`config.mk`:
```
export PLATFORM = sky130hd
export DESIGN_NAME = pipe_stage_reg
export DESIGN_NICKNAME = d
export VERILOG_FILES = /design/src/rtl/pipe_pkg.sv /design/src/rtl/pipe_slot.sv /design/src/rtl/pipe_stage_reg.sv
export SDC_FILE = /design/constraint.sdc
export NUM_CORES = 1
export LEC_CHECK = 0
export BUFFER_PORTS_ARGS = -buffer_cell sky130_fd_sc_hd__buf_4
export CAP_MARGIN = 20
export CORE_MARGIN = 4
export CORE_UTILIZATION = 45
export CTS_BUF_LIST = sky130_fd_sc_hd__clkbuf_4 sky130_fd_sc_hd__clkbuf_8 sky130_fd_sc_hd__clkbuf_16
export DETAILED_ROUTE_END_ITERATION = 6
export PLACE_DENSITY = 0.72
export SYNTH_ARGS = -nofsm -noshare
export SYNTH_HDL_FRONTEND = slang
export SYNTH_SLANG_ARGS = --single-unit
```
`constraint.sdc`:
```
create_clock -name clk -period 12.42 [get_ports clk]
set_clock_uncertainty 0.2 [all_clocks]
set_input_delay 1.242 -clock clk [delete_from_list [all_inputs] [get_ports clk]]
set_output_delay 1.242 -clock clk [all_outputs]
set_load 0.02 [all_outputs]
```
`src/rtl/pipe_pkg.sv`:
```
// Shared definitions for the elastic pipeline stage registers: default
// widths for the ID/EX instance, control-bundle bit positions, and the
// field layout the stage wrappers use to pack the ID/EX payload.
package pipe_pkg;

  localparam int CTRL_W_IDEX = 11;
  localparam int DATA_W_IDEX = 192;

  // Control bundle bit positions (MSB first).
  localparam int CTRL_MEMWRITE   = 10;
  localparam int CTRL_MEMREAD    = 9;
  localparam int CTRL_MEMTOREG   = 8;
  localparam int CTRL_ALUSRC     = 7;
  localparam int CTRL_REGWRITE   = 6;
  localparam int CTRL_BRANCH     = 5;
  localparam int CTRL_ALUCTL_MSB = 4;
  localparam int CTRL_ALUCTL_LSB = 0;

  // ID/EX payload field offsets (LSB of each field).
  localparam int IDEX_OPCODE_LSB = 0;    // 7 bits
  localparam int IDEX_FUNCT7_LSB = 7;    // 7 bits
  localparam int IDEX_FUNCT3_LSB = 14;   // 3 bits
  localparam int IDEX_RD_LSB     = 17;   // 5 bits
  localparam int IDEX_RS2_LSB    = 22;   // 5 bits
  localparam int IDEX_RS1_LSB    = 27;   // 5 bits
  localparam int IDEX_PC4_LSB    = 32;   // 32 bits
  localparam int IDEX_PC_LSB     = 64;   // 32 bits
  localparam int IDEX_IMM_LSB    = 96;   // 32 bits
  localparam int IDEX_RD2_LSB    = 128;  // 32 bits
  localparam int IDEX_RD1_LSB    = 160;  // 32 bits

  // Packed view of the ID/EX payload; declaration order matches the offsets.
  typedef struct packed {
    logic [31:0] rd1;
    logic [31:0] rd2;
    logic [31:0] imm;
    logic [31:0] pc;
    logic [31:0] pc4;
    logic [4:0]  rs1;
    logic [4:0]  rs2;
    logic [4:0]  rd;
    logic [2:0]  funct3;
    logic [6:0]  funct7;
    logic [6:0]  opcode;
  } idex_data_t;

  // Next-state action for the main output register of a stage.
  typedef enum logic [2:0] {
    OP_HOLD      = 3'd0,
    OP_FLUSH     = 3'd1,
    OP_FROM_SKID = 3'd2,
    OP_FROM_IN   = 3'd3,
    OP_DRAIN     = 3'd4
  } main_op_t;

  function automatic logic [DATA_W_IDEX-1:0] pack_idex(input idex_data_t f);
    return f;
  endfunction

  function automatic idex_data_t unpack_idex(input logic [DATA_W_IDEX-1:0] v);
    return idex_data_t'(v);
  endfunction

endpackage

```
`src/rtl/pipe_slot.sv`:
```
// One pipeline holding slot: valid bit, payload and control bundle.
// Clear wins over load. Control reads as zero whenever the slot is empty,
// so a bubble can never carry a live RegWrite or MemWrite.
module pipe_slot #(
  parameter int DATA_W = 192,
  parameter int CTRL_W = 11
) (
  input  logic              clk,
  input  logic              reset,
  input  logic              load,
  input  logic              clear,
  input  logic [DATA_W-1:0] d_data,
  input  logic [CTRL_W-1:0] d_ctrl,
  output logic              valid,
  output logic [DATA_W-1:0] data,
  output logic [CTRL_W-1:0] ctrl
);

  logic [CTRL_W-1:0] ctrl_q;

  // Slot register: clear drops the beat and zeroes control, payload is kept.
  always_ff @(posedge clk or posedge reset) begin
    if (reset) begin
      valid  <= 1'b0;
      data   <= '0;
      ctrl_q <= '0;
    end else if (clear) begin
      valid  <= 1'b0;
      ctrl_q <= '0;
    end else if (load) begin
      valid  <= 1'b1;
      data   <= d_data;
      ctrl_q <= d_ctrl;
    end
  end

  assign ctrl = valid ? ctrl_q : '0;

endmodule

```
`src/rtl/pipe_stage_reg.sv`:
```
// Elastic pipeline register between two CPU stages, with stall, flush
// (control bubbling) and an optional skid slot that registers in_ready.
//
// Handshake: a beat moves on the upstream side when in_valid & in_ready
// and on the downstream side when out_valid & out_ready, both sampled at
// the rising clk edge. A valid beat is held stable until it is consumed.
// With SKID=0, in_ready depends combinationally on out_ready; with SKID=1
// it depends only on flops plus stall/flush.
module pipe_stage_reg
  import pipe_pkg::*;
#(
  parameter int DATA_W = DATA_W_IDEX,
  parameter int CTRL_W = CTRL_W_IDEX,
  parameter int SKID   = 1,
  parameter int CNT_W  = 16
) (
  input  logic              clk,
  input  logic              reset,
  input  logic              in_valid,
  output logic              in_ready,
  input  logic [DATA_W-1:0] in_data,
  input  logic [CTRL_W-1:0] in_ctrl,
  input  logic              stall,
  input  logic              flush,
  output logic              out_valid,
  input  logic              out_ready,
  output logic [DATA_W-1:0] out_data,
  output logic [CTRL_W-1:0] out_ctrl,
  output logic [1:0]        occupancy,
  output logic [CNT_W-1:0]  bubble_cnt
);

  logic              accept;
  logic              drain;
  logic              skid_valid;
  logic [DATA_W-1:0] skid_data;
  logic [CTRL_W-1:0] skid_ctrl;
  main_op_t          main_op;
  logic              main_load;
  logic              main_clear;
  logic [DATA_W-1:0] main_d_data;
  logic [CTRL_W-1:0] main_d_ctrl;

  assign accept = in_valid & in_ready;
  assign drain  = out_valid & out_ready;

  generate
    if (SKID != 0) begin : g_skid
      logic skid_load;
      logic skid_clear;

      // A beat arriving while main is held and not draining parks in skid;
      // skid empties into main on the first drain.
      assign in_ready   = ~stall & ~flush & ~skid_valid;
      assign skid_load  = ~flush & accept & out_valid & ~drain;
      assign skid_clear = flush | (skid_valid & drain);

      pipe_slot #(.DATA_W(DATA_W), .CTRL_W(CTRL_W)) u_skid (
        .clk    (clk),
        .reset  (reset),
        .load   (skid_load),
        .clear  (skid_clear),
        .d_data (in_data),
        .d_ctrl (in_ctrl),
        .valid  (skid_valid),
        .data   (skid_data),
        .ctrl   (skid_ctrl)
      );
    end else begin : g_noskid
      assign in_ready   = ~stall & ~flush & (~out_valid | out_ready);
      assign skid_valid = 1'b0;
      assign skid_data  = '0;
      assign skid_ctrl  = '0;
    end
  endgenerate

  // Main register action in priority order; with no skid slot the skid
  // term is never taken and accept already implies ~out_valid | drain.
  always_comb begin
    main_op = OP_HOLD;
    if (flush)
      main_op = OP_FLUSH;
    else if (skid_valid & drain)
      main_op = OP_FROM_SKID;
    else if (accept & (~out_valid | drain))
      main_op = OP_FROM_IN;
    else if (drain)
      main_op = OP_DRAIN;
  end

  assign main_load   = (main_op == OP_FROM_SKID) | (main_op == OP_FROM_IN);
  assign main_clear  = (main_op == OP_FLUSH) | (main_op == OP_DRAIN);
  assign main_d_data = (main_op == OP_FROM_SKID) ? skid_data : in_data;
  assign main_d_ctrl = (main_op == OP_FROM_SKID) ? skid_ctrl : in_ctrl;

  pipe_slot #(.DATA_W(DATA_W), .CTRL_W(CTRL_W)) u_main (
    .clk    (clk),
    .reset  (reset),
    .load   (main_load),
    .clear  (main_clear),
    .d_data (main_d_data),
    .d_ctrl (main_d_ctrl),
    .valid  (out_valid),
    .data   (out_data),
    .ctrl   (out_ctrl)
  );

  // Both terms are flops, so the held-beat count is glitch-free.
  assign occupancy = {1'b0, out_valid} + {1'b0, skid_valid};

  // Count cycles where downstream was ready but got nothing; saturates.
  always_ff @(posedge clk or posedge reset) begin
    if (reset)
      bubble_cnt <= '0;
    else if (~out_valid & out_ready & (bubble_cnt != {CNT_W{1'b1}}))
      bubble_cnt <= bubble_cnt + CNT_W'(1);
  end

endmodule

```
==> impl_metrics.py, run 1 <==
metrics = {
    "status": {
        "status": "finished clean",
    },
    "clock_tree": {
        "cts_made_buffers": 46,
        "cts_hold_buf": 0,
        "path_clk_slew_ns": 0.06,
        "clockBufferDepth": 3,
        "clock-root-buffer": "clkbuf_16",
        "cts.sinks": 424,
        "clk_latency_ns": 0.57,
        "post_cts_buffers": 0,
        "cts_tree": "yes",
        "cts_resized": 0,
        "htreeDepth": 2,
    },
    "worst_setup_path": {
        "cpLargestDelayFamily": "buffers and inverters",
        "path_max_fanout": 54,
        "cp_data_required_time_ns": 12.61,
        "crit_path_frequent_cell": "buf_4",
        "slowest_delay_ns": 0.85,
        "reg2reg_to": "u_main.data[44]$_DFFE_PP0P_",
        "worst-r2r-setup-slack_ns": 8.35,
        "slowest_stage": "buf_4",
        "arrival_ns": 4.34,
        "r2r_start": "u_main.valid$_DFFE_PP0P_",
        "worstSetupPathType": "primary input to register",
        "path_buf_inv": 3,
        "crit_path_end_kind": "register",
        "path_cells": "buf_4 -> and3_1 -> nand2_4 -> buf_4 -> buf_4 -> mux2i_1 -> o21ai_0",
        "startpoint": "out_ready",
        "rr_worst_depth": 6,
        "setup.worst_path.start_class": "primary input",
    },
    "detailed_routing": {
        "drt-initial-drc-count": 833,
        "ant_nets": 0,
        "avgViaCountPerCell": 5.05,
        "drtPass1Iterations": 5,
        "wirelength_um": 47000,
        "num_vias": 13900,
        "drc": 0,
        "wire_per_inst_um": 17.1,
    },
    "place": {
        "gp_congestion": 0.809,
        "placed_cells": 2666,
        "place_ws_ns": 7.69,
        "post_dp_cell_area_um2": 21300,
        "dp_hpwl_um": 31100,
        "io_buffers": 431,
    },
    "power": {
        "pwr_density_cell_nw_per_um2": 171,
        "power.switching_mw": 1.13,
        "swShare_pct": 28.8,
        "p_int_mw": 2.79,
        "ir_drop_uv": 110,
        "pwr-share-comb_pct": 19.0,
        "power.total_mw": 3.92,
        "p_leak_nw": 13.3,
        "p_seq_share_pct": 45.0,
        "clkPwrFrac_pct": 36.0,
    },
    "synthesis": {
        "syn_area_um2": 17800,
        "yosys_warnings": 0,
        "netlist_instances": 1814,
        "yosysTopAreaCell": "dfrtp_1",
        "synthTopCellsByCount": "nand2_1, dfrtp_1, mux2i_1",
        "synth.most_common_cell": "nand2_1",
        "synth_async_sr_flop_share_pct": 100,
        "avgSynthCellArea_um2": 9.82,
        "synth-edff-count": 0,
        "synth_cell_type_count": 39,
        "ys_top_cells_by_area": "dfrtp_1, nand2_1, mux2i_1",
        "yosysSeqAreaShare_pct": 59.6,
        "synth_top_area_share_pct": 59.6,
        "synth_nets": 2025,
        "synth.ff_latch_count": 424,
        "dominantRegCellSynth": "dfrtp_1",
    },
    "flow_run": {
        "cap_viol_max_count": 0,
    },
    "finish": {
        "post-route-util_pct": 58.9,
        "layout-drive-gt1-share_pct": 24.1,
        "n_antenna_cell": 0,
        "stdcell_count": 2746,
        "syn2layout_area_growth_pct": 28.8,
        "finish.instance_area_um2": 22900,
        "nets": 2407,
    },
    "grt": {
        "grt_overflow": 0,
        "grt_antenna_before_repair": 0,
        "grt_max_degree": 185,
        "first_global_vias": 13900,
        "grt_usage_pct": 21.4,
        "grt_pass1_wl_um": 73900,
    },
    "floorplanning": {
        "start_util_pct": 45.7,
        "chipHeight_um": 207,
        "io_pins": 432,
        "core_um2": 38900,
        "dieArea_um2": 42800,
        "die_w_um": 207,
        "rows": 72,
    },
    "sta": {
        "rsz0062_at_grt": "false",
        "worst_slack_ns": 8.27,
        "worst-slew-pin-transition_ns": 1.16,
        "tns_ns": 0,
        "slew_headroom_pct": 22.8,
        "finalHoldViolCount": 0,
        "holdWs_ns": 0.272,
        "period_needed_ns": 4.15,
        "setup_violations": 0,
        "max_freq_mhz": 241,
        "post-route-period-util_pct": 33.4,
        "drv_slew": 0,
    },
    "min_path": {
        "whs_endpoint": "g_skid.u_skid.data[69]$_DFFE_PP0P_",
        "min_from": "g_skid.u_skid.data[69]$_DFFE_PP0P_",
        "hold_depth": 2,
        "hold_class": "register to register",
    },
}
area by class of cell:
class                   instances  area (um2)
fillers                      3322       16000
clock inverters                10         139
inverters                       3        15.0
repair buffers                448        3390
clock buffers                  70        1440
flip-flops and latches        424       10600
well taps                     518         648
multi-input cells            1273        6680
cell families after synthesis:
kind of cell	Yosys count	share of synthesized area, %
adder cells (fa/ha/maj)	2	0.141
AO/OA/AOI/OAI	225	6.93
buffers and inverters	117	2.99
XOR/XNOR	11	0.541
AND/OR/NAND/NOR	831	18.3
flip-flops	424	59.6
multiplexers	204	11.5
state kept, by name, indices dropped and copies added (netlist names):
name and count:
u_main.ctrl_q 11, u_main.data 192, u_main.valid 1, g_skid.u_skid.ctrl_q 11, bubble_cnt 16, g_skid.u_skid.data 192
g_skid.u_skid.valid 1
layout by cell type (no fill, tap or decap), drive strengths merged, types with 7 or more instances in the layout:
cell | Yosys | layout
clkbuf | 38 | 70
nor3 | 9 | 9
nand2 | 774 | 774
o21ai | 193 | 193
nand3 | 8 | 8
mux2i | 203 | 203
buf | 76 | 448
and2 | 13 | 13
a22o | 11 | 11
dfrtp | 424 | 424
nor2 | 7 | 7
o2bb2ai | 11 | 11
xor2 | 9 | 9
power groups by stage:
stage	Combinational, mW	Sequential (mW)	Clock (mW)
6_report	0.744	1.76	1.41
5_1_grt	0.822	1.79	1.50
4_1_cts	0.755	1.76	1.44
3_5_place_dp	0.752	1.79	0
3_3_place_gp	0.734	1.78	0
2_1_floorplan	0.231	1.92	0
worst register-to-register path, delay by kind of cell (launching register included):
kind	cells	cell delay, ns
AOI/OAI and AO/OA	1	0.11
buffers and inverters	2	1.66
DFF	1	0.65
muxes	1	0.34
and+or+nand+nor	2	0.95
worst max-delay path by stage:
stage / end / slack [ns] / cells past startpoint
after floorplan: bubble_cnt[0]$_DFFE_PP0P_ / 5.26 / 1
after global placement: u_main.data[39]$_DFFE_PP0P_ / 7.73 / 7
after detailed placement: u_main.data[180]$_DFFE_PP0P_ / 7.69 / 7
after CTS: u_main.data[33]$_DFFE_PP0P_ / 8.29 / 7
after global routing: u_main.data[49]$_DFFE_PP0P_ / 8.09 / 7
final: u_main.data[44]$_DFFE_PP0P_ / 8.27 / 7
per-layer routing:
| layer | track usage (%) | share of wire, % |
|---|---|---|
| met5 | 0 | 0 |
| met4 | 6.61 | 2.8 |
| met3 | 7.70 | 9.6 |
| met2 | 34.3 | 47 |
| met1 | 27.5 | 41 |
No activity file was read; power rests on OpenSTA's default activity.
==> run 2, diff against run 1 <==
- clock period: 12.42 -> 3.37 ns (I/O delays scaled with it)
==> run 2 against run 1 <==
Worst setup slack got worse by 7.7 ns; final area rose by 9.7%; combinational power rose to 4.1 times the previous value; highest routed layer is now met5; sequential cell count did not move; final cell count rose by 7.9%; clock power rose to 3.6 times the previous value; via count rose by 9.5%; largest power group unchanged; hold slack got worse by 0.19 ns; non-clock buffer count rose by 218.
==> impl_metrics.py, run 2 (synthesis results as in run 1) <==
metrics = {
    "finish": {
        "nets": 2624,
        "mostFrequentLayoutCells": "nand2_1, buf_4, dfrtp_1, dlygate4sd3_1, mux2i_1",
        "layout-drive-gt1-share_pct": 22.3,
        "biggestRegsByFlops": "g_skid.u_skid.data x192, u_main.data x192, bubble_cnt x16",
        "syn2layout_area_growth_pct": 41.3,
        "mostFrequentLayoutCell": "nand2_1",
        "post-route-util_pct": 64.6,
    },
    "clock_tree": {
        "clk_latency_ns": 0.56,
        "cts_resized": 0,
        "htreeDepth": 2,
        "clockBufferDepth": 3,
        "clock-root-buffer": "clkbuf_16",
        "path_clk_slew_ns": 0.06,
        "cts.sinks": 424,
        "cts_tree": "yes",
        "cts_made_buffers": 45,
        "post_cts_buffers": 0,
    },
    "grt": {
        "met3_usage_pct": 6.25,
        "grt_usage_pct": 23.8,
        "met2_usage_pct": 39.1,
        "met1_usage_pct": 30.0,
        "grt_pass1_wl_um": 82400,
        "grt_max_degree": 145,
        "grt_antenna_before_repair": 4,
        "top_usage_layer": "met2",
        "grt_overflow": 0,
        "first_global_vias": 15600,
    },
    "status": {
        "status": "finished clean",
    },
    "detailed_routing": {
        "drc": 0,
        "drt-initial-drc-count": 965,
        "avgViaCountPerCell": 5.13,
        "num_vias": 15200,
        "wire_per_inst_um": 17.7,
        "ant_nets": 0,
        "drtPass1Iterations": 5,
        "wirelength_um": 52400,
    },
    "sta": {
        "period_needed_ns": 2.75,
        "drv_slew": 0,
        "worst-slew-pin-transition_ns": 0.976,
        "max_freq_mhz": 364,
        "post-route-period-util_pct": 81.5,
        "rsz0062_at_grt": "false",
        "slew_headroom_pct": 35.0,
        "finalHoldViolCount": 0,
        "tns_ns": 0,
        "setup_violations": 0,
        "holdWs_ns": 0.0785,
        "worst_slack_ns": 0.623,
    },
    "place": {
        "dp_hpwl_um": 32200,
        "io_buffers": 431,
        "gp_congestion": 0.798,
        "place_ws_ns": 0.764,
    },
    "floorplanning": {
        "io_pins": 432,
        "start_util_pct": 45.7,
        "die_w_um": 207,
        "dieArea_um2": 42800,
        "chipHeight_um": 207,
        "rows": 72,
        "core_um2": 38900,
    },
    "worst_setup_path": {
        "arrival_ns": 2.94,
        "rr_worst_depth": 5,
        "setup.worst_path.start_class": "register",
        "crit_path_end_kind": "register",
        "cp_data_required_time_ns": 3.56,
        "path_max_fanout": 103,
        "worstSetupPathType": "register to register",
    },
    "power": {
        "ir_drop_uv": 474,
        "power.total_mw": 14.6,
        "p_leak_nw": 14.2,
        "pwr_density_cell_nw_per_um2": 580,
    },
    "min_path": {
        "hold_class": "primary input to register",
        "hold_depth": 5,
    },
    "flow_run": {
        "cap_viol_max_count": 0,
    },
}
==> run 2: metal layers <==
metal / vias to the layer above / wire length, um / part of all wire, %
met2: 555 / 25400 / 49
met4: 2 / 2120 / 4.1
met5: - / 13 / 0.025
met3: 141 / 4100 / 7.8
met1: 7371 / 20700 / 40
li1: 7121 / - / -
==> run 2: worst max-delay path: stages (launching register included) <==
cell and delay, ns:
dfrtp_1 0.59, and3_1 0.31, nand2_4 0.29, buf_12 0.52, mux2i_1 0.29, o21ai_0 0.13
==> run 2: final timing paths <==
check                                                endpoint  slack (ns)                          startpoint
hold / removal                g_skid.u_skid.valid$_DFFE_PP0P_        0.08                               stall
hold reg to reg            g_skid.u_skid.data[18]$_DFFE_PP0P_        0.27  g_skid.u_skid.data[18]$_DFFE_PP0P_
setup / recovery                  u_main.data[69]$_DFFE_PP0P_        0.62            u_main.valid$_DFFE_PP0P_
min in group asynchronous  g_skid.u_skid.data[99]$_DFFE_PP0P_        0.29                               reset
max in group asynchronous         u_main.data[60]$_DFFE_PP0P_        1.83                               reset
setup reg to reg                  u_main.data[69]$_DFFE_PP0P_        0.62            u_main.valid$_DFFE_PP0P_
==> run 2: timing repair <==
| item | in CTS | in global routing |
|---|---|---|
| setup endpoints to repair | 0 | 0 |
| endpoints found under the hold margin | 423 | 0 |
| hold buffers | 207 | 0 |
==> run 2: area by class of cell <==
| cell class | count | area, um2 |
|---|---|---|
| multi-input cells | 1273 | 6680 |
| flip-flops and latches | 424 | 10600 |
| repair buffers | 666 | 5680 |
| well taps | 518 | 648 |
| fillers | 2917 | 13800 |
| diodes | 3 | 7.51 |
| inverters | 3 | 15.0 |
| clock buffers | 61 | 1320 |
| clock inverters | 15 | 188 |
==> run 2: through the flow <==
stage / area (um2) / cells
4_1_cts: 25100 / 2960
3_3_place_gp: 21600 / 2677
3_5_place_dp: 21600 / 2677
2_1_floorplan: 17800 / 1814
5_1_grt: 25200 / 2963
6_report: 25200 / 2963
==> run 2: power by group <==
part	leakage, nW	internal [mW]	total, mW	switching, mW
Sequential	5.48	5.95	6.53	0.584
Combinational	7.96	1.34	3.02	1.68
Clock	0.752	3.04	5.05	2.01
Total	14.2	10.3	14.6	4.27
